File: config.mk
export PLATFORM = sky130hd
export DESIGN_NAME = m_dram_arbiter
export DESIGN_NICKNAME = d
export VERILOG_FILES = /design/src/rtl/m_dram_arbiter_pkg.sv /design/src/rtl/m_dram_arb_pick.sv /design/src/rtl/m_dram_arbiter.sv
export SDC_FILE = /design/constraint.sdc
export NUM_CORES = 1
export LEC_CHECK = 0
export ABC_CLOCK_PERIOD_IN_PS = 4500
export CAP_MARGIN = 10
export CELL_PAD_IN_SITES_DETAIL_PLACEMENT = 1
export CELL_PAD_IN_SITES_GLOBAL_PLACEMENT = 1
export CORE_AREA = 2 2 146 148
export DETAILED_ROUTE_END_ITERATION = 8
export DIE_AREA = 0 0 148 150
export PLACE_DENSITY = 0.92
export SYNTH_ARGS = -nofsm -noshare
export SYNTH_HDL_FRONTEND = slang
export SYNTH_SLANG_ARGS = --single-unit
export TNS_END_PERCENT = 1
File: constraint.sdc
create_clock -name CLK -period 4.5 [get_ports CLK]
set_input_delay 0.9 -clock CLK [delete_from_list [all_inputs] [get_ports CLK]]
set_output_delay 0.9 -clock CLK [all_outputs]
set_load 0.005 [all_outputs]
File: src/rtl/m_dram_arbiter_pkg.sv
// Shared definitions for the two-master DRAM arbiter: FSM states, port IDs,
// FUNCT3 access-size codes and the latched request record.
package m_dram_arbiter_pkg;

    typedef enum logic [2:0] {
        ARB_IDLE  = 3'd0,
        ARB_ISSUE = 3'd1,
        ARB_WAIT1 = 3'd2,
        ARB_WAIT  = 3'd3,
        ARB_DONE  = 3'd4
    } arb_state_t;

    localparam logic ARB_P0 = 1'b0;
    localparam logic ARB_P1 = 1'b1;

    localparam logic [2:0] FUNCT3_LB  = 3'b000;
    localparam logic [2:0] FUNCT3_LH  = 3'b001;
    localparam logic [2:0] FUNCT3_LW  = 3'b010;
    localparam logic [2:0] FUNCT3_LBU = 3'b100;
    localparam logic [2:0] FUNCT3_LHU = 3'b101;

    typedef struct packed {
        logic [31:0] addr;
        logic [31:0] wdata;
        logic        we;
        logic        le;
        logic [2:0]  ctrl;
    } arb_req_t;

endpackage

File: src/rtl/m_dram_arb_pick.sv
// Port selection: port 0 wins unless port 1 is alone or has been starved
// for STARVE_MAX consecutive port-0 grants.
module m_dram_arb_pick
    import m_dram_arbiter_pkg::*;
#(
    parameter int STARVE_MAX = 8
) (
    input  logic       i_req0,
    input  logic       i_req1,
    input  logic [7:0] i_starve,
    output logic       o_grant_valid,
    output logic       o_owner
);

    logic w_starved;

    assign w_starved     = (i_starve >= 8'(STARVE_MAX));
    assign o_grant_valid = i_req0 | i_req1;
    assign o_owner       = (i_req1 & (~i_req0 | w_starved)) ? ARB_P1 : ARB_P0;

endmodule

File: src/rtl/m_dram_arbiter.sv
// Two-master DRAM port arbiter/sequencer: latches the winner, strobes it to
// the controller for one cycle, waits for completion and returns read data.
module m_dram_arbiter
    import m_dram_arbiter_pkg::*;
#(
    parameter int STARVE_MAX = 8
) (
    input  logic        CLK,
    input  logic        RST_X,
    input  logic [31:0] w_p0_addr,
    input  logic [31:0] w_p0_wdata,
    input  logic        w_p0_we,
    input  logic        w_p0_le,
    input  logic [2:0]  w_p0_ctrl,
    output logic [31:0] w_p0_odata,
    output logic        w_p0_busy,
    input  logic [31:0] w_p1_addr,
    input  logic [31:0] w_p1_wdata,
    input  logic        w_p1_we,
    input  logic        w_p1_le,
    input  logic [2:0]  w_p1_ctrl,
    output logic [31:0] w_p1_odata,
    output logic        w_p1_busy,
    output logic        w_p1_ack,
    output logic [31:0] w_dram_addr,
    output logic [31:0] w_dram_wdata,
    output logic        w_dram_we,
    output logic        w_dram_le,
    output logic [2:0]  w_dram_ctrl,
    input  logic [31:0] w_dram_odata,
    input  logic        w_dram_busy,
    output logic [1:0]  w_grant
);

    arb_state_t       r_state, w_next;
    arb_req_t         r_req;
    arb_req_t         w_p0_req, w_p1_req;
    logic             r_owner;
    logic [1:0][31:0] r_rdata;
    logic [7:0]       r_starve;

    logic w_req0, w_req1, w_valid, w_owner, w_go, w_active;

    assign w_req0 = w_p0_we | w_p0_le;
    assign w_req1 = w_p1_we | w_p1_le;

    // A simultaneous we+le is a write; the load request is dropped here.
    assign w_p0_req = '{w_p0_addr, w_p0_wdata, w_p0_we, w_p0_le & ~w_p0_we, w_p0_ctrl};
    assign w_p1_req = '{w_p1_addr, w_p1_wdata, w_p1_we, w_p1_le & ~w_p1_we, w_p1_ctrl};

    m_dram_arb_pick #(.STARVE_MAX(STARVE_MAX)) u_pick (
        .i_req0        (w_req0),
        .i_req1        (w_req1),
        .i_starve      (r_starve),
        .o_grant_valid (w_valid),
        .o_owner       (w_owner)
    );

    assign w_go = (r_state == ARB_IDLE) & w_valid & ~w_dram_busy;

    always_ff @(posedge CLK or negedge RST_X) begin
        if (!RST_X) r_state <= ARB_IDLE;
        else        r_state <= w_next;
    end

    always_ff @(posedge CLK or negedge RST_X) begin
        if (!RST_X) begin
            r_req    <= '0;
            r_owner  <= ARB_P0;
            r_rdata  <= '0;
            r_starve <= 8'd0;
        end else begin
            if (w_go) begin
                r_req   <= (w_owner == ARB_P1) ? w_p1_req : w_p0_req;
                r_owner <= w_owner;
                if (w_owner == ARB_P1)
                    r_starve <= 8'd0;
                else if (w_req1 && (r_starve < 8'(STARVE_MAX)))
                    r_starve <= r_starve + 8'd1;
            end
            if ((r_state == ARB_WAIT) && !w_dram_busy && r_req.le)
                r_rdata[r_owner] <= w_dram_odata;
        end
    end

    always_comb begin
        w_next       = r_state;
        w_active     = (r_state != ARB_IDLE);
        w_dram_addr  = 32'd0;
        w_dram_wdata = 32'd0;
        w_dram_ctrl  = 3'd0;
        w_dram_we    = 1'b0;
        w_dram_le    = 1'b0;
        w_p0_busy    = 1'b1;
        w_p1_busy    = 1'b1;
        w_p1_ack     = 1'b0;
        if (w_active) begin
            w_dram_addr  = r_req.addr;
            w_dram_wdata = r_req.wdata;
            w_dram_ctrl  = r_req.ctrl;
        end
        case (r_state)
            ARB_IDLE: begin
                w_p0_busy = w_req0 | w_dram_busy;
                w_p1_busy = w_req1 | w_dram_busy;
                if (w_go) w_next = ARB_ISSUE;
            end
            ARB_ISSUE: begin
                w_dram_we = r_req.we;
                w_dram_le = r_req.le;
                w_next    = ARB_WAIT1;
            end
            // Controller raises busy one cycle after the strobe; skip that gap.
            ARB_WAIT1: w_next = ARB_WAIT;
            ARB_WAIT:  if (!w_dram_busy) w_next = ARB_DONE;
            ARB_DONE: begin
                w_p0_busy = (r_owner != ARB_P0);
                w_p1_busy = (r_owner != ARB_P1);
                w_p1_ack  = (r_owner == ARB_P1);
                w_next    = ARB_IDLE;
            end
            default: w_next = ARB_IDLE;
        endcase
    end

    assign w_grant    = {w_active, w_active & r_owner};
    assign w_p0_odata = r_rdata[0];
    assign w_p1_odata = r_rdata[1];

endmodule
# [After elaboration in Yosys (flattened, before gate mapping)]
# Cells that the tools add are included.
# Widths: inputs -> output; s select.
[totals] in_bits=173 memories=0 word_cells=66 output_inout_bits=138 rom_bits=0 latch_bits=0 ramBits=0 regBits=145
[classes] mux=18 reduce_logical=10 n_addsub=1 eq_ne=6 n_lt_le_gt_ge=4 bitwise=17 mul=0 div_mod_pow=0 shifts=0
[ops] operator="$mux 32" count=3
[ops] operator="$mux 69" count=1
[ops] operator="$bwmux 64" count=1
[ops] operator="$demux 32 s1" count=1
[ops] operator="$mux 8" count=2
[ops] operator="$pmux 3 s4" count=1
[ops] operator="$mux 3" count=3
[ops] operator="$add 8x1->8 const B" count=1
[ops] operator="$ge 8x4->1 const B" count=1
[ops] operator="$lt 8x4->1 const B" count=1
[ops] operator="$and 1x1->1" count=6
[ops] operator="$eq 3x2->1 const B" count=2
[ops] operator="$or 1x1->1" count=6
[ops] operator="$not 1->1" count=5
[ops] operator="$logic_and 1x1->1" count=4
[ops] operator="$mux 1" count=4
[ops] operator="$ne 2x2->1 const B" count=2
[ops] operator="$pmux 1 s2" count=2
[ops] operator="$reduce_and 2->1" count=2
[ops] operator="$eq 3x1->1 const B" count=1
[ops] operator="$eq 3x3->1 const B" count=1
[ops] operator="$logic_not 3->1" count=1
[ops] operator="$reduce_bool 3->1" count=1
[ops] operator="$lt 1x2->1 const B" count=1
[ops] operator="other kinds (3)" count=3

# [Longest topological paths before layout]
# Gate-level depths: netlist of run 1.
[depth] word_depth=7 depth_mapped=7

# [Modules after synthesis]
# A second synthesis of run 1 with hierarchy kept.
[hier_totals] hier_cells=582 hier_area_um2=6877.8
[modules_own_cells] module="m_dram_arbiter" area_each_um2=6852.8 cells_each=579 seq_area_each_um2=3628.5 instances=1
[modules_own_cells] module="m_dram_arb_pick" area_each_um2=25.0 cells_each=3 seq_area_each_um2=0.0 instances=1

# [Least setup slack after synthesis of run 1]
# Ideal clock, no wire load.
[synth_path] path_type="in2out" startpoint="input port w_p1_le" endpoint="output port w_p1_busy" path_buffers=0 required_ns=3.600 stages=2 slack_ns=2.302 arrival_ns=1.298 cell_sequence="nor2_1 a21oi_1"
[synth_via] elab_chain_len=3
[synth_rtl] item="start, declared" line_no="m_dram_arbiter.sv:20" rtl="input logic w_p1_le,"
[synth_rtl] item="$or 1x1->1" line_no="m_dram_arbiter.sv:45" rtl="assign w_req1 = w_p1_we | w_p1_le;"
[synth_rtl] item="$or 1x1->1" line_no="m_dram_arbiter.sv:105" rtl="w_p1_busy = w_req1 | w_dram_busy;"
[synth_rtl] item="$pmux 1 s2" line_no="m_dram_arbiter.sv:102" rtl="case (r_state)"
[synth_rtl] item="end, declared" line_no="m_dram_arbiter.sv:23" rtl="output logic w_p1_busy,"
# Every way passes these cells.

# [Worst setup path after layout of run 1]
[layout_path] startpoint="register r_state[2]" endpoint="output port w_dram_addr[14]"
[layout_via] elab_chain_len=2
[layout_rtl] item="start, declared" line_no="m_dram_arbiter.sv:35" rtl="arb_state_t r_state, w_next;"
[layout_rtl] item="start signal, assigned" line_no="m_dram_arbiter.sv:63" rtl="else r_state <= w_next;"
[layout_rtl] item="$reduce_bool 3->1" line_no="m_dram_arbiter.sv:88" rtl="w_active = (r_state != ARB_IDLE);"
[layout_rtl] item="$mux 32" line_no="m_dram_arbiter.sv:97" rtl="if (w_active) begin"
[layout_rtl] item="end, declared" line_no="m_dram_arbiter.sv:25" rtl="output logic [31:0] w_dram_addr,"
# Every way passes these cells.

==> reports/results.ini, run 1 <==
[outcome]
status = finished, final reports clean

[logic_synthesis]
synthCells = 649
yosysSeqAreaShare_pct = 55.7
ys_types = 35
synth.most_common_cell = dfrtp_1
ys_async_sr_fraction_pct = 100
syn_avg_cell_area_um2 = 10.0
synth_edf_count = 0
ys_ff_latch = 145
synth-main-ff-cell = dfrtp_1
synthTopCellsByCount = 145 x dfrtp_1, 137 x a21oi_1, 78 x nor2_1
synth.cell_area_mm2 = 0.00651
synth_area_leader_cell = dfrtp_1
synth_nets = 824
synthDominantCellAreaShare_pct = 55.7
synth-warning-count = 0
synthTopCellsByArea = dfrtp_1 56%, mux2_2 11%, a21oi_1 11%

[clock_tree]
numCtsBuffers = 17
cts.sinks = 145
ctsHoldBuffers = 0
cts_resized = 0
cts_tree = built
clkSlewWorstSetupHoldPaths_ns = 0.06
worst_skew_pair.late_latency_ns = 0.43
cts_root_buf = clkbuf_16
clockBufferDepth = 2
h-tree-depth = 4
post_cts_buffers = 0

[power_and_ir_drop]
swShare_pct = 33.0
comb_power_share_pct = 47.4
powerDensity_mw_per_mm2 = 667
total_leakage_power_nw = 4.52
p_sw_mw = 2.30
internal_power_mw = 4.67
clock_power_share_pct = 20.0
irDropWorstVdd_mv = 0.262
seqPwrFrac_pct = 32.7
p_total_mw = 6.97

[timing]
finClkSkew_ns = 0.0105
relSlewSlack_pct = 42.6
finalHoldViolCount = 0
fin_ws_ns = 1.17
finalSetupTns_ns = 0
setup_viol = 0
post-route-period-util_pct = 74.0
rsz0062_at_grt = false
holdWs_ns = 0.492
fin_crit_ns = 3.33
tightest_slew_ns = 0.860
clock.fmax_mhz = 300
slew_violations = 0

[route]
post_drt_via_cell_ratio = 4.91
vias = 6047
dr.pass1.iters = 4
wl_um = 24000
initialDrtViolationCount = 163
routedWlPerCell_um = 19.5
drc = 0
ant_nets = 0

[global_routing]
grt_pass1_vias = 6532
grt_antenna_before_repair = 1
grt_max_degree = 93
grt_pass1_wl_um = 36700
grt_overflow_total = 0
track_usage_pct = 21.5

[critical_path]
cp.required_ns = 3.60
r2r_slack_ns = 1.88
regToRegEndpoint = r_req[4]$_DFFE_PN0P_
end_kind = primary output
r2r-start = r_state[2]$_DFFE_PN0P_
reg2reg_depth = 4
worst_setup_path_start_kind = flip-flop
arrival_ns = 2.43
critical_path_class = flip-flop to primary output
crit_fanout = 74

[flow_run]
drv_cap = 0

[layout]
nets = 1117
area_delta_synth_final_pct = 60.4
drive_gt1_share_pct = 11.8
stdcell_area_mm2 = 0.0104
final-seq-area_mm2 = 0.00363
multi_input_area_mm2 = 0.00270
nFillCells = 2302

[placement]
dpl.hpwl_um = 17100
pre_cts_slack_ns = 1.06
port_buffers = 310
post_dp_cell_area_mm2 = 0.00987
gp_congestion = 0.786

[worst_hold_path]
hold_depth = 1
hp-class = flip-flop to flip-flop
hold_end = r_starve[7]$_DFFE_PN0P_
worstHoldStart = r_starve[7]$_DFFE_PN0P_

[floorplanning]
core_mm2 = 0.0207
die_h_um = 150
start_util_pct = 31.5
die_x_um = 148
num_rows = 53
die-area_mm2 = 0.0222
ios = 311

[flip-flops by register name, summed over array words and instances, names as in the netlist]
register	cells
w_p1_odata	32
r_starve	8
r_req	69
w_p0_odata	32
r_owner	1
r_state	3
[layer usage]
metal  GRT usage (%)  share of wire (%)  vias up  routed length, um
met5               0                  0        -                  0
met3            5.91                6.4       45               1530
met2            39.3                 53      225              12700
li1                -                  -     2759                  -
met1            23.6                 37     3018               8990
met4            8.71                3.3        0                785
[cell type report]
cell class	count	area share (%)
inverters	3	0.108
repair buffers	318	30.5
clock buffers	17	4.07
multi-input cells	457	25.9
diodes	1	0.0239
flip-flops and latches	145	34.7
well taps	275	3.29
clock inverters	15	1.40
[cell usage in the layout, fill, tap and decap left out, types with 2 or more instances in the layout]
master | Yosys | final
a21o_1 | 2 | 2
dfrtp_1 | 145 | 145
nor2_1 | 78 | 78
or3_4 | 2 | 2
and2_1 | 70 | 70
o21ai_0 | 6 | 6
inv_1 | 3 | 3
nand2_1 | 69 | 69
and3_1 | 3 | 3
a21oi_1 | 137 | 137
ha_1 | 2 | 2
nand3_1 | 3 | 3
clkinvlp_4 | 0 | 3
buf_12 | 0 | 2
inv_6 | 0 | 5
nor2b_1 | 2 | 2
mux2_2 | 64 | 64
clkinv_2 | 0 | 2
nor3_1 | 2 | 2
clkdlybuf4s50_1 | 0 | 309
buf_4 | 1 | 6
inv_8 | 0 | 2
clkbuf_16 | 0 | 17
clkinv_4 | 0 | 2
[power by group through the flow]
stage / clock network (mW) / logic, mW / registers [mW]
after CTS: 1.42 / 3.36 / 2.28
final: 1.39 / 3.30 / 2.28
after global routing: 1.47 / 3.59 / 2.35
after global placement: 0 / 3.23 / 2.23
after floorplan: 0 / 1.33 / 2.20
after detailed placement: 0 / 3.34 / 2.29
[metrics by stage]
step | instances | util, %
after floorplan | 649 | -
after global routing | 1231 | 50.5
after global placement | 1198 | 47.7
final | 1231 | 50.5
after CTS | 1230 | 50.5
after detailed placement | 1198 | 47.7
[worst max-delay path, cell delays in order, from the launching register on]
cell             delay, ns
dfrtp_1               0.47
or3_4                 0.71
and2_1                0.30
clkdlybuf4s50_1       0.50
[how the worst max path moves through the flow]
stage	from	end	slack [ns]	cells past startpoint
after global routing	r_state[2]$_DFFE_PN0P_	w_dram_ctrl[0]	1.02	3
final	r_state[2]$_DFFE_PN0P_	w_dram_addr[14]	1.17	3
after global placement	w_dram_busy	w_p0_odata[24]$_DFFE_PN0P_	1.16	6
after floorplan	w_p1_le	w_p1_busy	2.30	2
after CTS	r_state[2]$_DFFE_PN0P_	w_dram_addr[0]	1.12	3
after detailed placement	w_dram_busy	w_p0_odata[0]$_DFFE_PN0P_	1.06	6
[logic make-up after synthesis]
family	after synthesis	share of synthesized area [%]
buf+inv	47	3.13
mux	64	11.1
compound gates	154	12.4
simple gates	237	17.3
fa+ha+maj	2	0.384
flops	145	55.7
No activity file was read; power rests on OpenSTA's default activity.
==> run 2, diff against run 1 <==
- ABC_CLOCK_PERIOD_IN_PS: 4500 -> 2700
- CORE_AREA: 2 2 146 148 -> 2 2 159 161
- DIE_AREA: 0 0 148 150 -> 0 0 161 163
- PLACE_DENSITY: 0.92 -> 0.84
- clock period: 4.5 -> 2.7 ns (I/O delays scaled with it)
==> reports/results.ini, run 2 (synthesis gave the netlist of run 1 again) <==
[clock_tree]
clkSlewWorstSetupHoldPaths_ns = 0.07
cts_root_buf = clkbuf_16
worst_skew_pair.late_latency_ns = 0.42
clockBufferDepth = 2
cts.sinks = 145
cts_tree = built
ctsHoldBuffers = 0
h-tree-depth = 4
numCtsBuffers = 17

[power_and_ir_drop]
comb_power_share_pct = 47.9
total_leakage_power_nw = 5.00
powerDensity_mw_per_mm2 = 1080
seqPwrFrac_pct = 31.9
p_sw_mw = 3.94
irDropWorstVdd_mv = 0.447
clock_power_share_pct = 20.2
internal_power_mw = 7.86
swShare_pct = 33.4

[placement]
post_dp_cell_area_mm2 = 0.0101
gp_congestion = 0.772
dpl.hpwl_um = 17300
port_buffers = 310

[route]
ant_nets = 0
dr.pass1.iters = 4
drc = 0
initialDrtViolationCount = 267
vias = 6087
wl_um = 24400
routedWlPerCell_um = 18.7
post_drt_via_cell_ratio = 4.65

[timing]
fin_crit_ns = 2.65
finClkSkew_ns = 0.0114
finalHoldViolCount = 0
rsz0062_at_grt = true
relSlewSlack_pct = 58.3
post-route-period-util_pct = 98.1
slew_violations = 0
clock.fmax_mhz = 378
setup_viol = 0
holdWs_ns = 0.114
tightest_slew_ns = 0.625

[global_routing]
track_usage_pct = 18.2
grt_max_degree = 69
grt_pass1_wl_um = 37200
grt_overflow_total = 0
grt_pass1_vias = 6629
grt_antenna_before_repair = 0

[critical_path]
critical_path_class = flip-flop to primary output
cp.required_ns = 2.16
r2r-start = r_state[1]$_DFFE_PN0P_
reg2reg_depth = 8
worst_setup_path_start_kind = flip-flop
end_kind = primary output
regToRegEndpoint = r_req[32]$_DFFE_PN0P_
arrival_ns = 2.11
crit_start = r_state[1]$_DFFE_PN0P_
crit_fanout = 16
cp-endpoint = w_dram_wdata[19]
r2r_slack_ns = 0.37

[floorplanning]
die_x_um = 161
start_util_pct = 26.4
die-area_mm2 = 0.0262
core_mm2 = 0.0247
die_h_um = 163
num_rows = 58
ios = 311

[layout]
final_common_cell = clkdlybuf4s50_1
stdcell_area_mm2 = 0.0109
drive_gt1_share_pct = 14.2
diodes = 0
nets = 1141
top_register = r_req
final_cell_mix = 257 x clkdlybuf4s50_1, 143 x dfrtp_1, 137 x a21oi_1
largest_register_ff_count = 69
area_delta_synth_final_pct = 67.7

[flow_run]
drv_cap = 0

[worst_hold_path]
hp-class = primary input to async pin

[outcome]
status = finished, final reports clean

-- run 2: power groups by stage --
stage	Combinational, mW	Sequential (mW)	Clock, mW
4_1_cts	5.73	3.77	2.48
3_5_place_dp	5.72	3.82	0
5_1_grt	6.13	3.89	2.56
6_report	5.65	3.76	2.39
3_3_place_gp	5.56	3.73	0
2_1_floorplan	2.22	3.67	0
-- run 2: layout make-up --
| cell class | count | area (um^2) |
|---|---|---|
| multi-input combinational | 457 | 2700 |
| tap | 330 | 413 |
| clock buffer | 17 | 425 |
| fill | 2726 | 13800 |
| clock inverter | 15 | 166 |
| inverter | 3 | 11.3 |
| timing repair buffer | 342 | 3570 |
| sequential | 145 | 3630 |
-- run 2: timing repair --
action                                  CTS  global route
pin swaps                                 1             1
gates cloned                              1             1
gates resized for setup                  26            32
setup buffers                             5             5
endpoints found under the setup margin   59            41
-- run 2: through the flow --
step                      setup WS, ns  util (%)  total power [mW]  setup TNS, ns  std cells
after floorplan                  0.835         -              5.89              0        649
after global placement           0.185      41.1              9.29              0       1265
after detailed placement         0.156      41.1              9.54              0       1265
after CTS                      0.00148      43.7              12.0              0       1303
after global routing           -0.0156      44.3              12.6        -0.0893       1309
final                           0.0526      44.3              11.8              0       1309
-- run 2: layer usage --
| metal | track usage (%) | vias to the layer above | routed length, um |
|---|---|---|---|
| met5 | 0 | - | 0 |
| met4 | 4.75 | 0 | 440 |
| met3 | 5.47 | 28 | 1540 |
| met2 | 33.7 | 204 | 13000 |
| met1 | 20.4 | 3043 | 9450 |
| li1 | - | 2812 | - |
-- run 2: how the worst min path moves through the flow --
stage / start / end / slack (ns) / cells past startpoint
after floorplan: RST_X / r_owner$_DFFE_PN0P_ / 0.24 / 0
after global placement: r_req[4]$_DFFE_PN0P_ / r_req[4]$_DFFE_PN0P_ / 0.47 / 2
after detailed placement: r_starve[7]$_DFFE_PN0P_ / r_starve[7]$_DFFE_PN0P_ / 0.49 / 1
after CTS: RST_X / w_p0_odata[22]$_DFFE_PN0P_ / 0.13 / 1
after global routing: RST_X / w_p1_odata[24]$_DFFE_PN0P_ / 0.15 / 1
final: RST_X / w_p1_odata[21]$_DFFE_PN0P_ / 0.11 / 1
-- run 2: worst max-delay path, stage by stage (launching register included) --
cell and delay [ns]:
dfrtp_2 0.42, or3_4 0.48, buf_12 0.19, and2_1 0.15, clkdlybuf4s50_1 0.44
